===== config.mk =====
export PLATFORM = sky130hd
export DESIGN_NAME = load_store_unit
export DESIGN_NICKNAME = d
export VERILOG_FILES = /design/src/rtl/load_store_unit.sv
export SDC_FILE = /design/constraint.sdc
export NUM_CORES = 1
export LEC_CHECK = 0
export ABC_AREA = 1
export CORE_UTILIZATION = 30
export DETAILED_ROUTE_END_ITERATION = 10
export PLACE_DENSITY = 0.67
export SLEW_MARGIN = 40
export SYNTH_ARGS = -nofsm -noshare
export SYNTH_HDL_FRONTEND = slang
export SYNTH_SLANG_ARGS = --single-unit
export TNS_END_PERCENT = 100

===== constraint.sdc =====
create_clock -name clk -period 4.3 [get_ports clk]
set_clock_uncertainty 0.15 [all_clocks]
set_input_delay 0.645 -clock clk [delete_from_list [all_inputs] [get_ports clk]]
set_output_delay 0.645 -clock clk [all_outputs]
set_load 0.02 [all_outputs]

===== src/rtl/load_store_unit.sv =====
`default_nettype none
// ============================================================================
// load_store_unit : byte/half/word load-store sequencer between a pipeline
//                   request/response handshake and a single-port sync memory.
// Revision        : 1.0  initial release
// ============================================================================
module load_store_unit #(
  parameter int MEM_WORDS = 32
) (
  input  logic        clk,
  input  logic        rst_n,
  input  logic        req_valid,
  output logic        req_ready,
  input  logic        req_we,
  input  logic [1:0]  req_size,
  input  logic        req_unsigned,
  input  logic [31:0] req_addr,
  input  logic [31:0] req_wdata,
  output logic        resp_valid,
  input  logic        resp_ready,
  output logic [31:0] resp_rdata,
  output logic        resp_err,
  output logic [31:0] mem_addr,
  output logic [31:0] mem_wdata,
  input  logic [31:0] mem_rdata,
  output logic        MemRead,
  output logic        MemWrite
);

  localparam logic [2:0] C_IDLE    = 3'd0;
  localparam logic [2:0] C_READ    = 3'd1;
  localparam logic [2:0] C_CAPTURE = 3'd2;
  localparam logic [2:0] C_WRITE   = 3'd3;
  localparam logic [2:0] C_RESP    = 3'd4;

  localparam logic [1:0] C_SZ_BYTE = 2'b00;
  localparam logic [1:0] C_SZ_HALF = 2'b01;
  localparam logic [1:0] C_SZ_WORD = 2'b10;
  localparam logic [1:0] C_SZ_ILL  = 2'b11;

  logic [2:0]  state_q, state_d;
  logic        we_q, we_d;
  logic [1:0]  size_q, size_d;
  logic        unsigned_q, unsigned_d;
  logic [31:0] addr_q, addr_d;
  logic [31:0] wdata_q, wdata_d;
  logic [31:0] mem_wdata_q, mem_wdata_d;
  logic [31:0] resp_rdata_q, resp_rdata_d;
  logic        resp_err_q, resp_err_d;

  logic        w_req_err;
  logic [4:0]  w_lane_shift;
  logic [31:0] w_lane_mask;
  logic [15:0] w_lane_data;
  logic [31:0] w_load_ext;
  logic [31:0] w_merged;

  // Request legality is judged on the live inputs so the error path can
  // skip straight to RESP on the accept edge.
  always_comb begin
    w_req_err = 1'b0;
    case (req_size)
      C_SZ_HALF: w_req_err = req_addr[0];
      C_SZ_WORD: w_req_err = |req_addr[1:0];
      C_SZ_ILL:  w_req_err = 1'b1;
      default:   w_req_err = 1'b0;
    endcase
    if ({2'b00, req_addr[31:2]} >= 32'(MEM_WORDS)) begin
      w_req_err = 1'b1;
    end
  end

  always_comb begin
    w_lane_shift = (size_q == C_SZ_HALF) ? {addr_q[1], 4'b0000} : {addr_q[1:0], 3'b000};
    w_lane_mask  = (size_q == C_SZ_HALF) ? (32'h0000_FFFF << w_lane_shift)
                                         : (32'h0000_00FF << w_lane_shift);
    w_lane_data  = 16'(mem_rdata >> w_lane_shift);
    w_merged     = (mem_rdata & ~w_lane_mask) | ((wdata_q << w_lane_shift) & w_lane_mask);
    case (size_q)
      C_SZ_BYTE: w_load_ext = {{24{w_lane_data[7] & ~unsigned_q}}, w_lane_data[7:0]};
      C_SZ_HALF: w_load_ext = {{16{w_lane_data[15] & ~unsigned_q}}, w_lane_data};
      default:   w_load_ext = mem_rdata;
    endcase
  end

  always_ff @(posedge clk) begin
    if (!rst_n) begin
      state_q      <= C_IDLE;
      we_q         <= 1'b0;
      size_q       <= 2'b00;
      unsigned_q   <= 1'b0;
      addr_q       <= 32'd0;
      wdata_q      <= 32'd0;
      mem_wdata_q  <= 32'd0;
      resp_rdata_q <= 32'd0;
      resp_err_q   <= 1'b0;
    end else begin
      state_q      <= state_d;
      we_q         <= we_d;
      size_q       <= size_d;
      unsigned_q   <= unsigned_d;
      addr_q       <= addr_d;
      wdata_q      <= wdata_d;
      mem_wdata_q  <= mem_wdata_d;
      resp_rdata_q <= resp_rdata_d;
      resp_err_q   <= resp_err_d;
    end
  end

  always_comb begin
    state_d      = state_q;
    we_d         = we_q;
    size_d       = size_q;
    unsigned_d   = unsigned_q;
    addr_d       = addr_q;
    wdata_d      = wdata_q;
    mem_wdata_d  = mem_wdata_q;
    resp_rdata_d = resp_rdata_q;
    resp_err_d   = resp_err_q;
    case (state_q)
      C_IDLE: begin
        if (req_valid) begin
          we_d         = req_we;
          size_d       = req_size;
          unsigned_d   = req_unsigned;
          addr_d       = req_addr;
          wdata_d      = req_wdata;
          resp_rdata_d = 32'd0;
          resp_err_d   = w_req_err;
          if (w_req_err) begin
            state_d = C_RESP;
          end else if (req_we && (req_size == C_SZ_WORD)) begin
            mem_wdata_d = req_wdata;
            state_d     = C_WRITE;
          end else begin
            state_d = C_READ;
          end
        end
      end
      C_READ:    state_d = C_CAPTURE;
      C_CAPTURE: begin
        // Sub-word stores merge here; loads extend and finish.
        if (we_q) begin
          mem_wdata_d = w_merged;
          state_d     = C_WRITE;
        end else begin
          resp_rdata_d = w_load_ext;
          state_d      = C_RESP;
        end
      end
      C_WRITE:   state_d = C_RESP;
      C_RESP: begin
        if (resp_ready) begin
          state_d = C_IDLE;
        end
      end
      default:   state_d = C_IDLE;
    endcase
  end

  always_comb begin
    req_ready  = (state_q == C_IDLE);
    MemRead    = (state_q == C_READ);
    MemWrite   = (state_q == C_WRITE);
    resp_valid = (state_q == C_RESP);
    resp_rdata = resp_rdata_q;
    resp_err   = resp_err_q;
    mem_addr   = {2'b00, addr_q[31:2]};
    mem_wdata  = mem_wdata_q;
  end

endmodule
`default_nettype wire


=== Word-level counts from Yosys, hierarchy flattened ===
Index checks and enable logic that the tools add are counted.

* Magnitude comparators: 1
* Equality and inequality tests: 14
* Shift operators: 4
* Mux-type cells: 19
* Bitwise gates (word level): 7
* Reductions and logical operators: 9

{| class="wikitable"
|+ Operators with widths
! kind !! count
|-
| 32-bit two-way mux || 7
|-
| 32-bit case mux with 2 select lines || 3
|-
| 32-bit bitwise AND || 2
|-
| 32-bit inverter || 1
|-
| 32-bit bitwise OR || 1
|-
| 16-bit by 5-bit left shift with 32-bit output (first input constant) || 1
|-
| 32-bit by 5-bit left shift with 32-bit output || 1
|-
| 8-bit by 5-bit left shift with 32-bit output (first input constant) || 1
|-
| 32-bit by 5-bit >> shifter with 16-bit output || 1
|-
| 30-bit by 6-bit greater-or-equal comparator with 1-bit output (second input constant) || 1
|-
| 3-bit case mux with 5 select lines || 1
|-
| 3-bit two-way mux || 4
|-
| 2-bit != test (second input constant) || 4
|-
| 3-bit by 2-bit == test with 1-bit output (second input constant) || 2
|-
| 5-bit AND reduction || 1
|-
| 2-bit by 1-bit == test with 1-bit output (second input constant) || 2
|-
| 2-bit == test (second input constant) || 2
|-
| 4-bit two-way mux || 1
|-
| 2-bit by 1-bit != test with 1-bit output (second input constant) || 2
|-
| 2-bit AND reduction || 2
|-
| 3-bit by 1-bit == test with 1-bit output (second input constant) || 1
|-
| 3-bit == test (second input constant) || 1
|-
| 3-bit logical NOT || 1
|-
| 1-bit case mux with 3 select lines || 1
|-
| other kinds (9) || 10
|}

* Bits in registers: 136
* Input bits: 104
* Output and inout bits: 101

=== Longest topological paths before layout ===
Gate-level depths: netlist of run 1.

* Depth after elaboration: 9
* Depth in mapped cells: 12
* Depth with buffers taken out: 11

=== Worst setup path before layout of run 1 ===
No wires, ideal clock.

* Path kind: input -> register
* Start: in req_addr[0]
* End: reg mem_wdata_q[16] (netlist: mem_wdata[16])
* Data arrival time: 1.794 ns
* Slack: 2.241 ns
* Cell stages on the path: 10
* Buffers on the path: 2
* Path through: o21ai_0 > nand2_1 > nor2_1 > nand3_1 > nand2_1 > clkbuf_1 > buf_2 > nand3_1 > nand2_1 > nor2_1

* Word-level cells in the longest chain between the ends: 5

{| class="wikitable"
|+ Ends and longest elaborated chain
! what !! line !! source
|-
| start, declared || 17 || <nowiki>input logic [31:0] req_addr,</nowiki>
|-
| 2-bit OR reduction || 64 || <nowiki>C_SZ_WORD: w_req_err = |req_addr[1:0];</nowiki>
|-
| 1-bit case mux with 3 select lines (*) || 62 || <nowiki>case (req_size)</nowiki>
|-
| 1-bit two-way mux (*) || 68 || <nowiki>if ({2'b00, req_addr[31:2]} >= 32'(MEM_WORDS)) begin</nowiki>
|-
| 2-bit != test (no line) (*) || - ||
|-
| 5-bit AND reduction (no line) (*) || - ||
|-
| end signal, assigned || 104 || <nowiki>mem_wdata_q <= mem_wdata_d;</nowiki>
|-
| end, declared || 47 || <nowiki>logic [31:0] mem_wdata_q, mem_wdata_d;</nowiki>
|}

Every way passes the cells marked *; elsewhere a longest branch is shown, timed or not.
A chain may end at the register's enable or synchronous reset.

=== Final worst setup path of run 1 ===
* Start: reg size_q[1]
* End: reg mem_wdata_q[16] (netlist: mem_wdata[16])

* Word-level cells in the longest chain between the ends: 9
* Elaborated cells on any way between the ends: 12
* Classes of those cells: eq/ne: 1; shift: 3; mux: 4; bitwise: 4

{| class="wikitable"
|+ Ends and longest elaborated chain
! what !! line !! source
|-
| start, declared || 43 || <nowiki>logic [1:0] size_q, size_d;</nowiki>
|-
| start signal, assigned || 100 || <nowiki>size_q <= size_d;</nowiki>
|-
| 2-bit by 1-bit == test with 1-bit output (*) || 74, 75 ||
|-
| 4-bit two-way mux || 74 || <nowiki>w_lane_shift = (size_q == C_SZ_HALF) ? {addr_q[1], 4'b0000} : {addr_q[1:0], 3'b000};</nowiki>
|-
| 16-bit by 5-bit left shift with 32-bit output / 8-bit by 5-bit left shift with 32-bit output (equally long branches) || 75, 76 ||
|-
| 32-bit two-way mux || 75 || <nowiki>w_lane_mask = (size_q == C_SZ_HALF) ? (32'h0000_FFFF << w_lane_shift)</nowiki>
|-
| 32-bit inverter || 78 || <nowiki>w_merged = (mem_rdata & ~w_lane_mask) | ((wdata_q << w_lane_shift) & w_lane_mask);</nowiki>
|-
| 32-bit bitwise AND || 78 ||
|-
| 32-bit bitwise OR (*) || 78 ||
|-
| 32-bit two-way mux (*) || 143 || <nowiki>if (we_q) begin</nowiki>
|-
| 32-bit case mux with 2 select lines (*) || 120 || <nowiki>case (state_q)</nowiki>
|}

Every way passes the cells marked *; elsewhere a longest branch is shown, timed or not. The select of a mux whose other input is x is not followed.

==> summary.txt, run 1 <==
Nets: 1294
cells after synthesis: 1063
Ys Warns: 0
Final setup violation count: 0
flop-to-flop setup slack: 1460 ps
count of cell types in the netlist: 29
synth top area cells: dfxtp_1 36%, nand2_1 14%, a21oi_1 12%
cell count of the worst hold path: 2
pin count of the biggest net entering global routing: 86
RSZ-0062 raised after global routing: false
setup TNS: 0 ps
DRT Wirelength: 22800 um
crit-path max FO: 29
GPL Wtd Cong: 0.914
worst-margin pin slew: 793 ps
PD cells: 368 nW/um^2
Root Driver: clkbuf_16
Synth area leader: dfxtp_1
Setup Crit Path Kind: flip-flop to flip-flop
max_cap viols: 0
synthesized area per cell: 6.20 um^2
DRC viols: 0
gr busiest metal: met2
R2R Path End: mem_wdata[16]
Hold EP: resp_rdata[8]
Final Max Tran Viols: 0
DP HPWL: 16400 um
met3 usage: 6.42%
Ports: 205
vias per cell: 4.83
placeable core region: 21300 um^2
Layout area overhead: 38.3%
cts bufs inserted: 17
Initial Util: 31.0%
worst hold start: resp_rdata[8]
Tmin final: 2840 ps
FF+latch count, synth: 120
antenna violations before repair: 0
CTS tree: built
Clock Sinks: 120
filler instances: 2247
Reg-to-Reg Start: size_q[1]
first-pass GRT wire length: 35700 um
status: completed
met2 usage: 32.5%
Std-Cell Rows: 53
worst-case clock buffer depth: 2
GRT met1 Usage: 26.0%
Hold Path Class: flip-flop to flip-flop
Antenna Nets Post-Route: 0
Worst EP arrival: 3070 ps
hold-fix buffer count after cts: 0
Setup crit end kind: flip-flop
cell count after placement: 1446
critical path launch point type: flip-flop
ys flop type: dfxtp_1
max_slew headroom: 47.1%
htree depth: 4
# resized after CTS: 0
Die Height: 150 um
period utilization: 66.2%
Worst-path clk slew: 60 ps
setup bufs post-CTS: 0
Reg2Reg Depth: 11
Lkg Pwr: 0.00386 uW
DIE WIDTH: 150 um
top-area cell type share of the netlist area: 36.4%
Total GRT Usage: 20.7%
total number of vias: 7138
wire per inst: 15.4 um
Final Non-Filler Cells: 1479
vias in the first global route: 6861
Worst Path Required: 4520 ps
Synth Cell Area: 6590 um^2
gr ovfl total: 0
most numerous cell in the Yosys netlist: nand2_1
IO buf count: 202
Hold Vio Cnt, Final: 0
utilization after layout: 42.8%
Synth async-reset ratio: 0%
Synth top cells by count: 252 x nand2_1, 170 x nor2_1, 154 x a21oi_1
FMAX: 0.352 GHz
Iter 0 DRT Violations: 738
die area: 22600 um^2
Worst VDD drop: 272 uV
Seq/Total Area, Yosys: 36.4%
share of cells above drive strength 1: 5.24%
later-pin clock latency in the skew report: 430 ps
DRT Pass-1 Iters: 5
number of flops mapped to enable cells by yosys: 0
-- layout by cell type (no fill, tap or decap), types with 2 or more instances in the layout --
cell type / count
a21boi_0: 9
a21oi_1: 154
buf_4: 12
bufinv_16: 3
clkbuf_16: 17
clkdlybuf4s50_1: 201
clkinv_2: 3
clkinv_4: 5
clkinvlp_4: 3
conb_1: 2
dfxtp_1: 120
inv_1: 80
inv_2: 6
nand2_1: 251
nand2_4: 3
nand3_1: 83
nand4_1: 7
nor2_1: 168
nor2_2: 4
nor3_1: 3
o21ai_0: 56
-- final cells by class --
type | count | area, um^2 | area share, %
Tap cell | 275 | 344 | 3.77
Sequential cell | 120 | 2400 | 26.3
Clock buffer | 18 | 439 | 4.82
Antenna cell | 1 | 2.50 | 0.0274
Inverter | 87 | 328 | 3.60
Multi-Input combinational cell | 750 | 3320 | 36.4
Clock inverter | 14 | 175 | 1.92
Timing Repair Buffer | 214 | 2110 | 23.1
-- registers in the layout, summed over array words and instances, names as in the netlist --
register	flops
state_q	3
size_q	2
addr_q	32
we_q	1
resp_rdata	32
resp_err	1
wdata_q	16
unsigned_q	1
mem_wdata	32
-- report_power, final --
part | leakage (uW) | internal, uW | switching [uW]
Clock | 0.000292 | 928 | 558
Sequential | 0.000980 | 1170 | 32.6
Combinational | 0.00258 | 259 | 406
-- how the worst max path moves through the flow --
stage                     start        endpoint  slack, ps  cells past startpoint
global placement    req_addr[0]    mem_wdata[8]       1090                      9
detailed placement  req_addr[0]   mem_wdata[10]       1330                      9
finish                size_q[1]   mem_wdata[16]       1460                     11
global route          size_q[1]  resp_rdata[26]       1220                     11
CTS                   size_q[1]   mem_wdata[16]       1520                     11
floorplan           req_addr[0]   mem_wdata[16]       2240                     10
-- cells by family after synthesis --
| group | share of synthesized area, % |
|---|---|
| AND/OR/NAND/NOR | 32.4 |
| buffers and inverters | 13.5 |
| flip-flops | 36.4 |
| AO/OA/AOI/OAI | 17.6 |
| other | 0.0569 |
-- stage by stage --
step,cell area (um^2),hold WS (ps),setup slack (ps),power (uW)
final,9120,312,1460,3350
after global routing,9110,332,1220,3510
after CTS,9110,315,1520,3370
after detailed placement,8500,306,1330,1880
after global placement,8490,302,1090,1880
after floorplan,6600,295,2240,1650
-- layer usage --
metal / vias to the layer above / wire, um
met3: 53 / 2050
met2: 288 / 10300
li1: 3605 / -
met4: 0 / 686
met1: 3192 / 9840
met5: - / 0
-- critical path, stage by stage (launching register included) --
cell and delay (ps):
dfxtp_1 300, buf_4 220, inv_2 310, nand2_4 230
nand2_4 310, buf_4 340, nand2_1 240, a21oi_1 230
a21boi_0 160, nand3_1 100, nand2_1 70, nor2_1 100
Note: power is estimated with default switching activity, not from simulation.
==> inputs of run 2 (changes only) <==
- clock period: 4.3 -> 2.8 ns (I/O delays scaled with it)
==> summary.txt, run 2 (synthesis results as in run 1) <==
cts bufs inserted: 17
cell count after placement: 1452
CTS tree: built
placeable core region: 21300 um^2
vias in the first global route: 6707
DRT Wirelength: 23100 um
GRT met1 Usage: 25.7%
Tmin final: 2400 ps
Lkg Pwr: 0.00394 uW
max_slew headroom: 48.1%
GPL Wtd Cong: 0.925
setup bufs post-CTS: 0
Root Driver: clkbuf_16
Die Height: 150 um
Hold EP: resp_rdata[10]
cell count of the worst hold path: 2
Antenna Nets Post-Route: 0
hold-fix buffer count after cts: 0
FMAX: 0.416 GHz
gr ovfl total: 0
antenna violations before repair: 1
Hold Vio Cnt, Final: 0
Std-Cell Rows: 53
critical path launch point type: flip-flop
first-pass GRT wire length: 35600 um
Final Non-Filler Cells: 1484
Clock Sinks: 120
met3 usage: 7.27%
worst-case clock buffer depth: 2
pin count of the biggest net entering global routing: 66
Reg2Reg Depth: 10
PD cells: 589 nW/um^2
diodes inserted: 0
DRC viols: 0
Nets: 1300
DRT Pass-1 Iters: 5
Final Max Tran Viols: 0
Initial Util: 31.0%
most common cell after layout, fill and taps aside: nand2_1
Worst Path Required: 2230 ps
most frequent cells in the layout: 251 x nand2_1, 201 x clkdlybuf4s50_1, 169 x nor2_1, 154 x a21oi_1, 120 x dfxtp_1
status: completed
die area: 22600 um^2
Hold Path Class: flip-flop to flip-flop
Worst VDD drop: 428 uV
Setup Crit Path Kind: flip-flop to output port
# resized after CTS: 0
DIE WIDTH: 150 um
period utilization: 85.8%
R2R Path End: resp_rdata[31]
Ports: 205
wire per inst: 15.6 um
Layout area overhead: 40.6%
IO buf count: 202
met2 usage: 33.2%
max_cap viols: 0
share of cells above drive strength 1: 5.54%
flop-to-flop setup slack: 520 ps
Final setup violation count: 0
Worst EP arrival: 1830 ps
Setup crit end kind: output port
worst-margin pin slew: 778 ps
Worst-path clk slew: 60 ps
setup TNS: 0 ps
Reg-to-Reg Start: state_q[0]
later-pin clock latency in the skew report: 430 ps
worst hold start: resp_rdata[10]
crit-path max FO: 4
Total GRT Usage: 20.8%
DP HPWL: 16800 um
Iter 0 DRT Violations: 604
gr busiest metal: met2
htree depth: 4
RSZ-0062 raised after global routing: false
total number of vias: 7176
vias per cell: 4.84
## run 2: changes by cell type in the layout (fill, tap and decap cells not counted), moves of 2 or more
cell,previous run,this run
clkinv_2,3,1
bufinv_16,3,6
clkinvlp_4,3,1
buf_4,12,14
buf_12,0,4
## run 2: cell type report
type	count	area, um^2
Timing Repair Buffer	220	2200
Multi-Input combinational cell	750	3310
Inverter	87	327
Tap cell	275	344
Sequential cell	120	2400
Clock buffer	18	439
Fill cell	2231	12000
Clock inverter	14	245
## run 2: worst max path at each step
stage	from	to	slack, ps
2_1_floorplan	state_q[0]	addr_q[18]	940
3_3_place_gp	req_size[1]	mem_wdata[16]	440
3_5_place_dp	req_size[1]	mem_wdata[17]	360
4_1_cts	state_q[1]	MemWrite	370
5_1_grt	state_q[0]	req_ready	260
6_report	state_q[0]	req_ready	400
## run 2: power by group
group	switching, uW	leakage (uW)	total, uW	internal, uW
combinational	634	0.00263	1050	416
sequential	45.7	0.000980	1840	1790
clock	870	0.000331	2570	1700
## run 2: per-layer routing
metal	share of wire [%]	vias up	routed length (um)
li1	-	3621	-
met1	42	3217	9790
met2	46	293	10700
met3	9.2	43	2120
met4	2.3	2	536
met5	0.048	-	11
## run 2: metrics by stage
step                setup WS, ps  instance area [um^2]  power, uW  utilization (%)  hold slack, ps
global route                 264                  9270       5660             43.6             333
floorplan                    936                  6600       2530                -             295
global placement             445                  8590       2910             40.3             302
detailed placement           364                  8590       2910             40.3             305
finish                       397                  9270       5460             43.6             314
CTS                          372                  9270       5490             43.6             314
## run 2: worst max-delay path: stages, from the launching register on
cell and delay [ps]:
dfxtp_1 320, nor2_1 180, inv_2 60, nor2_2 180, clkdlybuf4s50_1 660
==> inputs of run 3 (changes only) <==
- PLACE_DENSITY: 0.67 -> 0.53
- clock period: 2.8 -> 2.7 ns (I/O delays scaled with it)
==> summary.txt, run 3 (synthesis results as in run 1) <==
later-pin clock latency in the skew report: 430 ps
Lkg Pwr: 0.00388 uW
DRC viols: 0
first-pass GRT wire length: 36600 um
max_cap viols: 0
max incr delay on CP: 670 ps
flop-to-flop setup slack: 410 ps
Ports: 205
Hold Path Class: flip-flop to flip-flop
status: completed
Hold Vio Cnt, Final: 0
setup bufs post-CTS: 0
Setup Crit Path Kind: flip-flop to output port
Antenna Nets Post-Route: 0
Worst VDD drop: 443 uV
total number of vias: 7088
max_slew headroom: 58.1%
antenna violations before repair: 0
CP max stage cell: clkdlybuf4s50_1
Setup WS pre-CTS: 273 ps
Total GRT Usage: 21.3%
Routed met2 length: 10800 um
DRT Wirelength: 23500 um
Worst EP arrival: 1840 ps
Std-Cell Rows: 53
DIE WIDTH: 150 um
Final WS setup: 305 ps
Worst-path clk slew: 60 ps
FMAX: 0.418 GHz
setup TNS: 0 ps
met3 wire len: 1750 um
RSZ-0062 raised after global routing: false
Iter 0 DRT Violations: 570
crit-path max FO: 4
DRT Pass-1 Iters: 5
Clock Sinks: 120
most common cell after layout, fill and taps aside: nand2_1
CTS tree: built
placeable core region: 21300 um^2
Initial Util: 31.0%
IO buf count: 202
Setup crit end kind: output port
vias per cell: 4.78
worst-case clock buffer depth: 2
die area: 22600 um^2
period utilization: 88.7%
GPL Wtd Cong: 0.898
worst-margin pin slew: 626 ps
diodes inserted: 0
Root Driver: clkbuf_16
cts bufs inserted: 17
pin count of the biggest net entering global routing: 66
htree depth: 4
Final setup violation count: 0
DP HPWL: 16900 um
hold-fix buffer count after cts: 0
Tmin final: 2400 ps
Worst Path Required: 2140 ps
Layout area overhead: 38.7%
Met1 Wirelength: 10600 um
wire per inst: 15.8 um
Nets: 1301
critical path launch point type: flip-flop
vias in the first global route: 6691
most frequent cells in the layout: 251 x nand2_1, 201 x clkdlybuf4s50_1, 169 x nor2_1, 154 x a21oi_1, 120 x dfxtp_1
Die Height: 150 um
# resized after CTS: 0
Highest Signal Layer: met4
gr ovfl total: 0
PD cells: 574 nW/um^2
Final Max Tran Viols: 0
critical-path cell list: nor2_1, inv_2, nor2_2, clkdlybuf4s50_1
share of cells above drive strength 1: 5.54%
-- run 3: cell count changes in the layout (fill, tap and decap cells not counted), sizes merged --
cell      change
clkbuf        +1
bufinv        -4
clkinv        +2
buf           +1
clkinvlp      +2
inv           -2
-- run 3: worst max-delay path, delay by kind of cell (launching register included) --
kind,cells,cell delay [ps]
AND/OR/NAND/NOR,2,330
flip-flops,1,340
buffers and inverters,2,730
-- run 3: final timing paths --
check                   endpoint           from  cells past startpoint
setup reg to reg  resp_rdata[16]      size_q[1]                     10
hold reg to reg    resp_rdata[9]  resp_rdata[9]                      2
hold / removal     resp_rdata[9]  resp_rdata[9]                      2
setup / recovery       req_ready     state_q[2]                      4
-- run 3: final cells by class --
type                            instances  area (um^2)
Fill cell                            2315        12100
Inverter                               87          328
Multi-Input combinational cell        750         3310
Tap cell                              275          344
Clock inverter                         12          129
Sequential cell                       120         2400
Timing Repair Buffer                  221         2180
Clock buffer                           19          443
-- run 3: per-stage QoR --
stage / instances / hold slack [ps] / total power [uW] / instance area, um^2 / utilization (%)
5_1_grt: 1484 / 332 / 5490 / 9140 / 42.9
2_1_floorplan: 1064 / 295 / 2630 / 6600 / -
3_5_place_dp: 1453 / 306 / 3030 / 8570 / 40.3
6_report: 1484 / 312 / 5240 / 9140 / 42.9
3_3_place_gp: 1453 / 303 / 3030 / 8570 / 40.3
4_1_cts: 1484 / 315 / 5280 / 9140 / 42.9
-- run 3: per-layer routing --
metal	track usage, %	vias to the layer above
met3	6.15	23
li1	-	3618
met1	28.0	3210
met5	0	-
met4	6.26	0
met2	33.6	237
-- run 3: power by group --
group / leakage [uW] / switching [uW] / internal, uW
clock: 0.000275 / 881 / 1370
sequential: 0.000980 / 47.4 / 1860
combinational: 0.00262 / 659 / 426
total: 0.00388 / 1590 / 3660
